## src/rtl/shadow_reg_bank_pkg.sv

```systemverilog
// Shared encodings and the write-mode helper for shadow_reg_bank.
// Optional transparent mode is enabled with SHADOW_REG_BANK_TRANSP_EN (see top).
package shadow_reg_bank_pkg;

    localparam int MAX_WIDTH = 64;

    typedef enum logic [1:0] {
        LOAD = 2'b00,
        SET  = 2'b01,
        CLR  = 2'b10,
        TOG  = 2'b11
    } mode_e;

    typedef enum logic [1:0] {
        IDLE = 2'b00,
        SCAN = 2'b01,
        DONE = 2'b10
    } state_e;

    // All modes are bitwise, so narrower callers zero-extend in and truncate the result.
    function automatic logic [MAX_WIDTH-1:0] apply_mode(
        input logic [MAX_WIDTH-1:0] old_val,
        input logic [MAX_WIDTH-1:0] data,
        input mode_e                mode
    );
        logic [MAX_WIDTH-1:0] res;
        case (mode)
            LOAD:    res = data;
            SET:     res = old_val | data;
            CLR:     res = old_val & ~data;
            default: res = old_val ^ data;
        endcase
        return res;
    endfunction

endpackage

```

## src/rtl/shadow_reg_chan.sv

```systemverilog
// One channel of shadow_reg_bank: shadow register, active register and dirty flag.
// The shadow only ever reaches the active register through a copy strobe.
module shadow_reg_chan
    import shadow_reg_bank_pkg::*;
#(
    parameter int               WIDTH   = 8,
    parameter logic [WIDTH-1:0] RST_VAL = '0
) (
    input  logic             clk,
    input  logic             rst,
    input  logic             wr_hit,
    input  mode_e            wr_mode,
    input  logic [WIDTH-1:0] wr_data,
    input  logic             copy,
    output logic [WIDTH-1:0] q,
    output logic             dirty
);

    logic [WIDTH-1:0] shadow;
    logic [WIDTH-1:0] next_val;

    assign next_val = WIDTH'(apply_mode(MAX_WIDTH'(shadow), MAX_WIDTH'(wr_data), wr_mode));

    // NOTE: non-blocking assignments here so every register samples the pre-edge values,
    // which is what makes a same-cycle write and copy well defined below.
    always_ff @(posedge clk or negedge rst) begin
        if (!rst) begin
            shadow <= RST_VAL;
            q      <= RST_VAL;
            dirty  <= 1'b0;
        end else begin
            if (wr_hit) begin
                shadow <= next_val;
            end
            if (copy && dirty) begin
                q <= shadow;
            end
            // A write coinciding with a copy stays dirty: the copy took the old shadow.
            if (wr_hit) begin
                dirty <= 1'b1;
            end else if (copy) begin
                dirty <= 1'b0;
            end
        end
    end

endmodule

```

## src/rtl/shadow_reg_bank.sv

```systemverilog
// Multi-channel shadow/active register bank with a fixed-latency commit scan.
// Define SHADOW_REG_BANK_TRANSP_EN to add the transp port (transparent mode in IDLE).
module shadow_reg_bank
    import shadow_reg_bank_pkg::*;
#(
    parameter int               WIDTH    = 8,
    parameter int               CHANNELS = 4,
    parameter int               CH_W     = $clog2(CHANNELS),
    parameter logic [WIDTH-1:0] RST_VAL  = '0
) (
    input  logic                      clk,
    input  logic                      rst,
`ifdef SHADOW_REG_BANK_TRANSP_EN
    input  logic                      transp,
`endif
    input  logic                      wr_en,
    output logic                      wr_ready,
    input  logic [CH_W-1:0]           wr_ch,
    input  logic [1:0]                wr_mode,
    input  logic [WIDTH-1:0]          wr_data,
    input  logic                      commit_req,
    output logic                      commit_ack,
    output logic                      busy,
    output logic [CHANNELS-1:0]       dirty,
    output logic [CHANNELS*WIDTH-1:0] q
);

    localparam logic [CH_W-1:0] LAST_CH = CH_W'(CHANNELS - 1);

    state_e              state;
    logic [CH_W-1:0]     ptr;
    logic                wr_acc;
    logic                transp_on;
    logic [CHANNELS-1:0] wr_hit;
    logic [CHANNELS-1:0] copy;
    mode_e               mode;

    assign mode     = mode_e'(wr_mode);
    assign wr_ready = (state == IDLE);
    assign wr_acc   = wr_en && wr_ready;

`ifdef SHADOW_REG_BANK_TRANSP_EN
    assign transp_on = transp && (state == IDLE);
`else
    assign transp_on = 1'b0;
`endif

    // Out-of-range channel indices match no channel, so such writes vanish.
    for (genvar i = 0; i < CHANNELS; i++) begin : g_chan
        assign wr_hit[i] = wr_acc && (wr_ch == CH_W'(i));
        assign copy[i]   = transp_on || ((state == SCAN) && (ptr == CH_W'(i)));

        shadow_reg_chan #(
            .WIDTH   (WIDTH),
            .RST_VAL (RST_VAL)
        ) u_chan (
            .clk     (clk),
            .rst     (rst),
            .wr_hit  (wr_hit[i]),
            .wr_mode (mode),
            .wr_data (wr_data),
            .copy    (copy[i]),
            .q       (q[i*WIDTH +: WIDTH]),
            .dirty   (dirty[i])
        );
    end

    // The scan always visits every channel so commit latency is fixed at CHANNELS+1.
    always_ff @(posedge clk or negedge rst) begin
        if (!rst) begin
            state      <= IDLE;
            ptr        <= '0;
            busy       <= 1'b0;
            commit_ack <= 1'b0;
        end else begin
            case (state)
                IDLE: begin
                    if (commit_req) begin
                        ptr  <= '0;
                        busy <= 1'b1;
                        // A write accepted this same cycle counts toward the commit.
                        if (!transp_on && (|(dirty | wr_hit))) begin
                            state <= SCAN;
                        end else begin
                            state      <= DONE;
                            commit_ack <= 1'b1;
                        end
                    end
                end
                SCAN: begin
                    if (ptr == LAST_CH) begin
                        state      <= DONE;
                        ptr        <= '0;
                        commit_ack <= 1'b1;
                    end else begin
                        ptr <= ptr + CH_W'(1);
                    end
                end
                default: begin
                    state      <= IDLE;
                    busy       <= 1'b0;
                    commit_ack <= 1'b0;
                end
            endcase
        end
    end

endmodule

```

## config.mk

```make
export PLATFORM = sky130hd
export DESIGN_NAME = shadow_reg_bank
export DESIGN_NICKNAME = d
export VERILOG_FILES = /design/src/rtl/shadow_reg_bank_pkg.sv /design/src/rtl/shadow_reg_chan.sv /design/src/rtl/shadow_reg_bank.sv
export SDC_FILE = /design/constraint.sdc
export NUM_CORES = 1
export LEC_CHECK = 0
export CAP_MARGIN = 15
export CORE_MARGIN = 1
export CORE_UTILIZATION = 54
export CTS_BUF_LIST = sky130_fd_sc_hd__clkbuf_2 sky130_fd_sc_hd__clkbuf_4 sky130_fd_sc_hd__clkbuf_8
export DETAILED_ROUTE_END_ITERATION = 10
export PLACE_DENSITY = 0.77
export SLEW_MARGIN = 20
export SYNTH_ARGS = -nofsm -noshare
export SYNTH_HDL_FRONTEND = slang
export SYNTH_HIERARCHICAL = 1
export SYNTH_SLANG_ARGS = --single-unit
export TNS_END_PERCENT = 10
```

## constraint.sdc

```tcl
create_clock -name clk -period 2.4 [get_ports clk]
set_input_delay 0.48 -clock clk [delete_from_list [all_inputs] [get_ports clk]]
set_output_delay 0.48 -clock clk [all_outputs]
set_load 0.01 [all_outputs]
```

==> flow_summary_export.csv <==
group,metric,value,unit
setup_path,r2r_cells,7,
setup_path,crit_path_cell_trace,"clkdlybuf4s50_1, nor3b_1, buf_4, nor3b_1, buf_4, nand2_2, o22ai_1, a21o_1",
pwr,switching_share,0.365,
clock_tree,clock_path_buffers,2,
setup_path,start_kind,"input pin",
setup_path,worst-path-max-fanout,9,
pwr,p_int,3.66,mW
pwr,p_switching,2.11,mW
route,routed_wl,10100,um
sta,tightest_slew,0.687,ns
global_route,grt_pass1_vias,3555,
pwr,power.density,1050,nW/um2
placed_design,dp_hpwl,7260,um
pwr,clockPowerShare,0.171,
sta,whs,0.101,ns
layout,layout.cells.most_common,"dfrtp_1",
pwr,pwr-share-seq,0.382,
logic_synthesis,synth-seq-cells,74,
route,drt-vias-per-instance,5.54,
floorplan,fp.dieH,96.1,um
global_route,antenna_found_initial,0,
floorplan,fp.dieW,96.1,um
setup_path,crit_buf_inv,3,
pwr,p_leak,2.83,nW
setup_path,rr_endpoint,"g_chan[0].u_chan/shadow[2]$_DFFE_PN0P_",
route,drt_first_iter_violations,138,
pwr,share_comb_of_total_power,0.446,
clock_tree,cts_resized,0,
global_route,grt_max_degree,50,
min_path,hold_path_class,"input pin to async pin",
layout,fin_nets,613,
sta,relSlewSlack,0.542,
clock_tree,htreeDepth,3,
logic_synthesis,syn_inst,474,
clock_tree,path_clk_slew,0.08,ns
route,drc_errors,0,
sta,timing.clock.skew,0.00453,ns
setup_path,cp_data_required_time,2.69,ns
floorplan,std_cell_rows,33,
layout,final.fill_count,679,
logic_synthesis,synth_seq_area_share,0.388,
setup_path,worstSetupPathDepth,8,
global_route,track_usage,0.242,
route,routedWlPerCell,15.8,um
floorplan,die_area,9230,um2
logic_synthesis,yosysUniqueCellTypes,32,
layout,diodes,0,
logic_synthesis,synth_nets,558,
floorplan,core_area,8380,um2
sta,fmax,494,MHz
setup_path,cpLargestDelayFamily,"buffers and inverters",
sta,setup_viol_count_final,0,
run_status,outcome,"finished, final reports clean",
clock_tree,root_buffer,"clkbuf_8",
global_route,globalRouteOverflowTotal,0,
sta,setup-tns-final,0,ns
route,vias,3540,
layout,syn_to_final_growth,15.5,%
floorplan,ioPinCount,55,
clock_tree,cts_inserted_buffers,9,
floorplan,start_util,0.570,
route,ant_nets,0,
placed_design,numPortBuffers,54,
placed_design,gp_congestion,0.775,
setup_path,worst-setup-path-type,"input pin to flop",
sta,period_share,0.844,
sta,post-route-min-period,2.03,ns
setup_path,critPathMaxStageDelay,0.49,ns
layout,fin_util,0.658,
route,dr.pass1.iters,5,
clock_tree,cts_sinks,74,
setup_path,r2r-start,"state[1]$_DFFE_PN0P_",
placed_design,place_area,5320,um2
sta,maxSlewViolCount,0,
sta,finalHoldViolations,0,
logic_synthesis,yosys_warnings,6,
pwr,irDropWorstVdd,0.476,mV
layout,final_area,5520,um2
clock_tree,cts_hold_buf,0,
logic_synthesis,synth_area,4780,um2
sta,grt_setup_unrepaired,"no",
setup_path,worstPathArrival,2.31,ns
flow_run,max_cap_viol_count,0,
setup_path,endpoint_kind,"flop",
clock_tree,post_cts_buffers,0,
global_route,grt_pass1_wl,16900,um
clock_tree,clk_latency,0.34,ns
logic_synthesis,avgSynthCellArea,10.1,um2
layout,drive_above_1_share,0.0824,
layout,final_cell_mix,"dfrtp_1, inv_1, ha_1, nand2_1, clkdlybuf4s50_1",
setup_path,slowest_stage,"clkdlybuf4s50_1",
clock_tree,cts_tree,"built",
setup_path,ff2ff_setup_slack,0.49,ns
-- per-stage QoR --
stage                     power (mW)  worst slack, ns  instances
after floorplan                 3.72            0.807        474
after global placement          4.61            0.127        623
after detailed placement        4.81           0.0236        623
after CTS                       5.83            0.362        639
after global routing            6.27            0.258        639
final                           5.77            0.374        639
-- kinds of logic after synthesis --
logic type | count (synthesis) | share of synthesized area
flip-flops | 74 | 0.388
multiplexers | 40 | 0.0838
AND/OR/NAND/NOR | 89 | 0.0820
AO/OA/AOI/OAI | 107 | 0.160
adder cells (fa/ha/maj) | 68 | 0.178
buffers and inverters | 96 | 0.108
-- registers in the layout, indices dropped and copies added, names as in the netlist --
register / count
g_chan.u_chan/shadow: 32
state: 2
g_chan.u_chan/q: 32
ptr: 2
g_chan.u_chan/dirty: 4
busy: 1
commit_ack: 1
-- power by group through the flow --
stage | Sequential [mW] | Clock [mW] | Combinational, mW
2_1_floorplan | 2.29 | 0 | 1.43
3_3_place_gp | 2.20 | 0 | 2.42
3_5_place_dp | 2.23 | 0 | 2.58
4_1_cts | 2.21 | 1.02 | 2.60
5_1_grt | 2.28 | 1.08 | 2.91
6_report | 2.21 | 0.990 | 2.57
-- final cells by class --
class                      instances  area [um2]  share of cell area
multi-input combinational        304        2410               0.436
sequential                        74        1850               0.336
timing repair buffer              68         653               0.118
inverter                          72         270              0.0490
clock buffer                      11         151              0.0274
tap                              105         131              0.0238
clock inverter                     5        52.6             0.00952
-- cells in the mapped netlist (all sizes together) --
library cell / instances / area share
o22ai: 8 / 0.010
inv: 72 / 0.057
and2b: 2 / 0.0031
dfrtp: 74 / 0.39
a21oi: 2 / 0.0029
o211ai: 24 / 0.042
ha: 68 / 0.18
a22oi: 1 / 0.0016
a22o: 3 / 0.0055
and3: 1 / 0.0013
nor2: 8 / 0.0063
clkbuf: 4 / 0.0079
a21o: 12 / 0.019
nor2b: 2 / 0.0026
o21ai: 32 / 0.034
buf: 20 / 0.044
nand2: 67 / 0.055
o221ai: 24 / 0.044
or3b: 1 / 0.0018
nor3b: 2 / 0.0031
o21bai: 1 / 0.0016
or4: 1 / 0.0024
or2: 1 / 0.0013
and2: 4 / 0.0052
mux2i: 40 / 0.084
-- worst max-delay path by stage --
stage                     startpoint                                      to  slack (ns)
after global routing           wr_en  g_chan[0].u_chan/shadow[3]$_DFFE_PN0P_        0.26
final                          wr_en  g_chan[0].u_chan/shadow[2]$_DFFE_PN0P_        0.37
after floorplan                wr_en  g_chan[0].u_chan/shadow[2]$_DFFE_PN0P_        0.81
after CTS                      wr_en  g_chan[0].u_chan/shadow[2]$_DFFE_PN0P_        0.36
after global placement         wr_en  g_chan[0].u_chan/shadow[2]$_DFFE_PN0P_        0.13
after detailed placement       wr_en  g_chan[0].u_chan/shadow[2]$_DFFE_PN0P_        0.02
-- per-layer routing --
metal / vias to the layer above / track usage / part of all wire
met5: - / 0 / 0
met4: 0 / 0.0821 / 0.016
met3: 13 / 0.0348 / 0.029
met2: 61 / 0.424 / 0.52
met1: 1741 / 0.304 / 0.44
li1: 1725 / - / -
No activity file was read; power rests on OpenSTA's default activity.
